`src/rtl/instr_encoder.sv`:
```
// instr_encoder: encodes ADD/ADDI/BNE requests into RV32I words, buffered in a FIFO with byte addresses.
module instr_encoder #(
  parameter int ADDRESS_WIDTH = 32,
  parameter int DEPTH = 4,
  parameter logic [ADDRESS_WIDTH-1:0] BASE_ADDR = '0
) (
  input  logic                          clk,
  input  logic                          rst,
  input  logic                          clr,
  input  logic                          in_valid,
  output logic                          in_ready,
  input  logic [1:0]                    in_kind,
  input  logic [4:0]                    in_rd,
  input  logic [4:0]                    in_rs1,
  input  logic [4:0]                    in_rs2,
  input  logic [12:0]                   in_imm,
  output logic                          out_valid,
  input  logic                          out_ready,
  output logic [ADDRESS_WIDTH-1:0]      out_instr,
  output logic [ADDRESS_WIDTH-1:0]      out_addr,
  output logic                          err,
  output logic [$clog2(DEPTH):0]        count
);
  localparam int PW = $clog2(DEPTH);

  logic [ADDRESS_WIDTH-1:0] mem_q [DEPTH];
  logic [ADDRESS_WIDTH-1:0] mem_d [DEPTH];
  logic [PW-1:0] wr_ptr_q, wr_ptr_d, rd_ptr_q, rd_ptr_d;
  logic [PW:0] count_q, count_d;
  logic [ADDRESS_WIDTH-1:0] addr_q, addr_d;
  logic err_q, err_d;
  logic [31:0] word;
  logic bad, accept, pop, push;

  always_comb begin
    word = in_kind == 2'd0 ? {7'b0, in_rs2, in_rs1, 3'b000, in_rd, 7'b0110011} :
           in_kind == 2'd1 ? {in_imm[11:0], in_rs1, 3'b000, in_rd, 7'b0010011} :
           {in_imm[12], in_imm[10:5], in_rs2, in_rs1, 3'b001, in_imm[4:1], in_imm[11], 7'b1100011};
    bad = in_kind == 2'd3 || (in_kind == 2'd1 && in_imm[12] != in_imm[11]) || (in_kind == 2'd2 && in_imm[0]);
  end

  assign in_ready  = count_q != (PW+1)'(DEPTH);
  assign out_valid = count_q != '0;
  assign accept    = in_valid && in_ready;
  assign pop       = out_valid && out_ready;
  assign push      = accept && !bad;

  // Rejected requests still complete the handshake; they only raise err.
  always_comb begin
    mem_d    = mem_q;
    wr_ptr_d = wr_ptr_q;
    rd_ptr_d = rd_ptr_q;
    count_d  = count_q;
    addr_d   = addr_q;
    err_d    = accept && bad;
    if (clr) begin
      rd_ptr_d = wr_ptr_q;
      count_d  = '0;
      addr_d   = BASE_ADDR;
      err_d    = 1'b0;
    end else begin
      if (push) begin
        mem_d[wr_ptr_q] = ADDRESS_WIDTH'(word);
        wr_ptr_d        = wr_ptr_q + 1'b1;
      end
      if (pop) begin
        rd_ptr_d = rd_ptr_q + 1'b1;
        addr_d   = addr_q + ADDRESS_WIDTH'(4);
      end
      count_d = count_q + (PW+1)'(push) - (PW+1)'(pop);
    end
  end

  always_ff @(posedge clk) begin
    if (rst) begin
      mem_q    <= '{default: '0};
      wr_ptr_q <= '0;
      rd_ptr_q <= '0;
      count_q  <= '0;
      addr_q   <= BASE_ADDR;
      err_q    <= 1'b0;
    end else begin
      mem_q    <= mem_d;
      wr_ptr_q <= wr_ptr_d;
      rd_ptr_q <= rd_ptr_d;
      count_q  <= count_d;
      addr_q   <= addr_d;
      err_q    <= err_d;
    end
  end

  assign out_instr = mem_q[rd_ptr_q];
  assign out_addr  = addr_q;
  assign err       = err_q;
  assign count     = count_q;
endmodule

```
`config.mk`:
```
export PLATFORM = sky130hd
export DESIGN_NAME = instr_encoder
export DESIGN_NICKNAME = d
export VERILOG_FILES = /design/src/rtl/instr_encoder.sv
export SDC_FILE = /design/constraint.sdc
export NUM_CORES = 1
export LEC_CHECK = 0
export ABC_AREA = 1
export CORE_ASPECT_RATIO = 1.25
export CORE_UTILIZATION = 55
export DETAILED_ROUTE_END_ITERATION = 10
export PLACE_DENSITY = 0.79
export SYNTH_ARGS = -nofsm -noshare
export SYNTH_HDL_FRONTEND = slang
export SYNTH_SLANG_ARGS = --single-unit
```
`constraint.sdc`:
```
create_clock -name clk -period 2.85 [get_ports clk]
set_input_delay 0.57 -clock clk [delete_from_list [all_inputs] [get_ports clk]]
set_output_delay 0.57 -clock clk [all_outputs]
set_load 0.1 [all_outputs]
```
==> results <==
[sequential cells by signal, indices dropped and copies added, names as in the netlist]
name	count
count	3
err	1
mem_q	104
out_addr	30
rd_ptr_q	2
wr_ptr_q	2
[metrics by stage]
step                instances  power (mW)  setup WS (ns)  hold slack [ns]  instance area (um^2)
floorplan                1019       2.770        -0.2060           0.4300                  7556
CTS                      1266       5.314         0.2821           0.4556                  9356
finish                   1267       5.326         0.2727           0.4572                  9359
global route             1266       5.463         0.1818           0.4754                  9356
detailed placement       1234       3.104      0.0003073           0.4463                  8765
global placement         1234       3.101        0.09192           0.4380                  8765
[cell families after synthesis]
kind of cell | Yosys count | synth area share (%)
simple gates | 487 | 32.02
compound gates | 219 | 17.65
buf+inv | 153 | 9.709
flops | 142 | 38.63
fa+ha+maj | 8 | 1.462
xor+xnor | 4 | 0.4762
other cells | 1 | 0.05096
[critical path, cell delays in order, from the launching register on]
cell,delay [ns]
dfxtp_1,0.31
inv_1,0.46
buf_4,0.27
o21ai_0,0.12
o22ai_2,0.20
buf_12,0.21
[final cells by class]
| class | count | share of cell area [%] |
|---|---|---|
| Antenna cell | 1 | 0.02674 |
| Timing Repair Buffer | 131 | 15.53 |
| Multi-Input combinational cell | 724 | 42.66 |
| Tap cell | 168 | 2.246 |
| Clock inverter | 12 | 1.551 |
| Clock buffer | 20 | 4.773 |
| Inverter | 69 | 2.767 |
| Sequential cell | 142 | 30.44 |
[power by group through the flow]
stage,combinational (mW),clock (mW),sequential [mW]
after global routing,1.09,2.35,2.03
after detailed placement,1.04,0,2.07
after CTS,1.04,2.25,2.02
final,1.04,2.26,2.02
after floorplan,0.679,0,2.09
after global placement,1.03,0,2.07
[layout by cell type (no fill, tap or decap), types with 17 or more instances in the layout]
master           count
a21oi_1             79
a21oi_2             39
buf_12              31
buf_4               67
clkbuf_16           17
clkdlybuf4s50_1     33
dfxtp_1            139
inv_1               63
nand2_1            165
nand2_2             42
nand3_1             28
nand4_1            107
nor2_1             120
o21ai_0             67
o22ai_2             25
[worst max-delay path by stage]
stage / from / end / slack (ns)
global route: rd_ptr_q[1] / out_instr[20] / 0.18
global placement: in_imm[11] / count[2] / 0.09
floorplan: count[0] / count[2] / -0.21
finish: rd_ptr_q[1] / out_instr[20] / 0.27
CTS: rd_ptr_q[1] / out_instr[20] / 0.28
detailed placement: in_imm[12] / count[2] / 0.0003
[metal layers]
metal  track usage [%]  share of wire, %  vias up
li1                  -                 -     3580
met1             37.10                41     3544
met2             52.34                50      294
met3             5.010               5.9       63
met4             16.43               3.5        0
met5                 0                 0        -
==> results.toml <==
[routing]
first_pass_iters = 5
vias_per_cell = 5.904
drt_wl_total_um = 21030
wl_per_cell_um = 16.60
drt_iter0_markers = 795
num_vias = 7481
drc_errors = 0
ant_nets = 0

[sta]
finalCritPeriodShare_pct = 90.43
final-setup-viol-count = 0
period_needed_ns = 2.577
hold_viol_final = 0
fmax_ghz = 0.3880
slew_violations = 0
slew-limit-headroom_pct = 31.12
clock_skew_ns = 0.008502
worst_slew_pin_slew_ns = 1.033
rsz0062_at_grt = "no"
finalSetupTns_ns = 0

[worst_hold_path]
min-delay-start = "mem_q[33]"
hold_end = "mem_q[33]"
holdPathStages = 2
min_path_type = "reg -> reg"

[global_routing]
first_global_vias = 7206
grt_max_degree = 104
grt_usage_pct = 30.86
grt_pass1_wl_um = 34510
grt_overflow_total = 0
antenna_found_initial = 1

[clocking]
cts_buffers = 17
cts-htree-levels = 4
cts_root_buffer = "clkbuf_16"
tritoncts = "done"
clkLatencyLatePin_ns = 0.42
cts_hold_buf = 0
cts_resized = 0
post-cts-setup-buffer-count = 0
cts_sinks = 142
cts_buffer_depth = 2
clk_pin_slew_ns = 0.06

[floorplanning]
initial_utilization_pct = 57.07
fp-row-count = 46
die_w_um = 105.5
die_y_um = 131.3
core_area_um2 = 12890
dieArea_um2 = 13850
io_pins = 105

[synth]
synth_edf_count = 0
synth_warnings = 0
ys_ff_latch = 142
ys_top_cells_by_count = "nand2_1, dfxtp_1, nor2_1"
syn_area_per_cell_um2 = 7.257
async_flop_share_pct = 0
ys_types = 35
synth_area_leaders = "dfxtp_1, nand4_1, nand2_1"
synth_top_area_cell = "dfxtp_1"
syn-cell-area_um2 = 7358
ys.flop_type = "dfxtp_1"
synth_top_area_share_pct = 38.63
syn_inst = 1014
seq_area_frac_synth_pct = 38.63
post-synth-top-count-cell = "nand2_1"

[pwr]
comb_power_share_pct = 19.6
p_clk_share_pct = 42.4
p_per_area_nw_per_um2 = 569.1
seqPwrFrac_pct = 38.0
peakVddDrop_mv = 0.3688
leakage_nw = 3.373
p_int_mw = 3.713
power.switching_mw = 1.613
switching_share_pct = 30.28

[place]
port_buffers = 98
hpwl_um = 12810
gp_congestion = 0.9358

[layout]
fin_nets = 1128
final_core_util_pct = 72.59
syn_to_final_growth_pct = 27.19
multi_input_area_um2 = 3993
ff_latch_area_um2 = 2849
drive_above_1_share_pct = 23.41
fillers = 1019

[setup_path]
crit_required_ns = 2.28
r2r-end = "count[2]"
rrSetupSlack_ns = 0.65
rr_worst_depth = 12
crit_path_end_kind = "primary output"
worstPathMaxFanout = 16
timing.rr.start = "count[1]"
critPathArrivalTime_ns = 2.01
criticalPathCategory = "reg -> out"
start_kind = "flip-flop"

[outcome]
status = "completed"

[flow_run]
maxCapViolCount = 0
No activity file was read; power rests on OpenSTA's default activity.
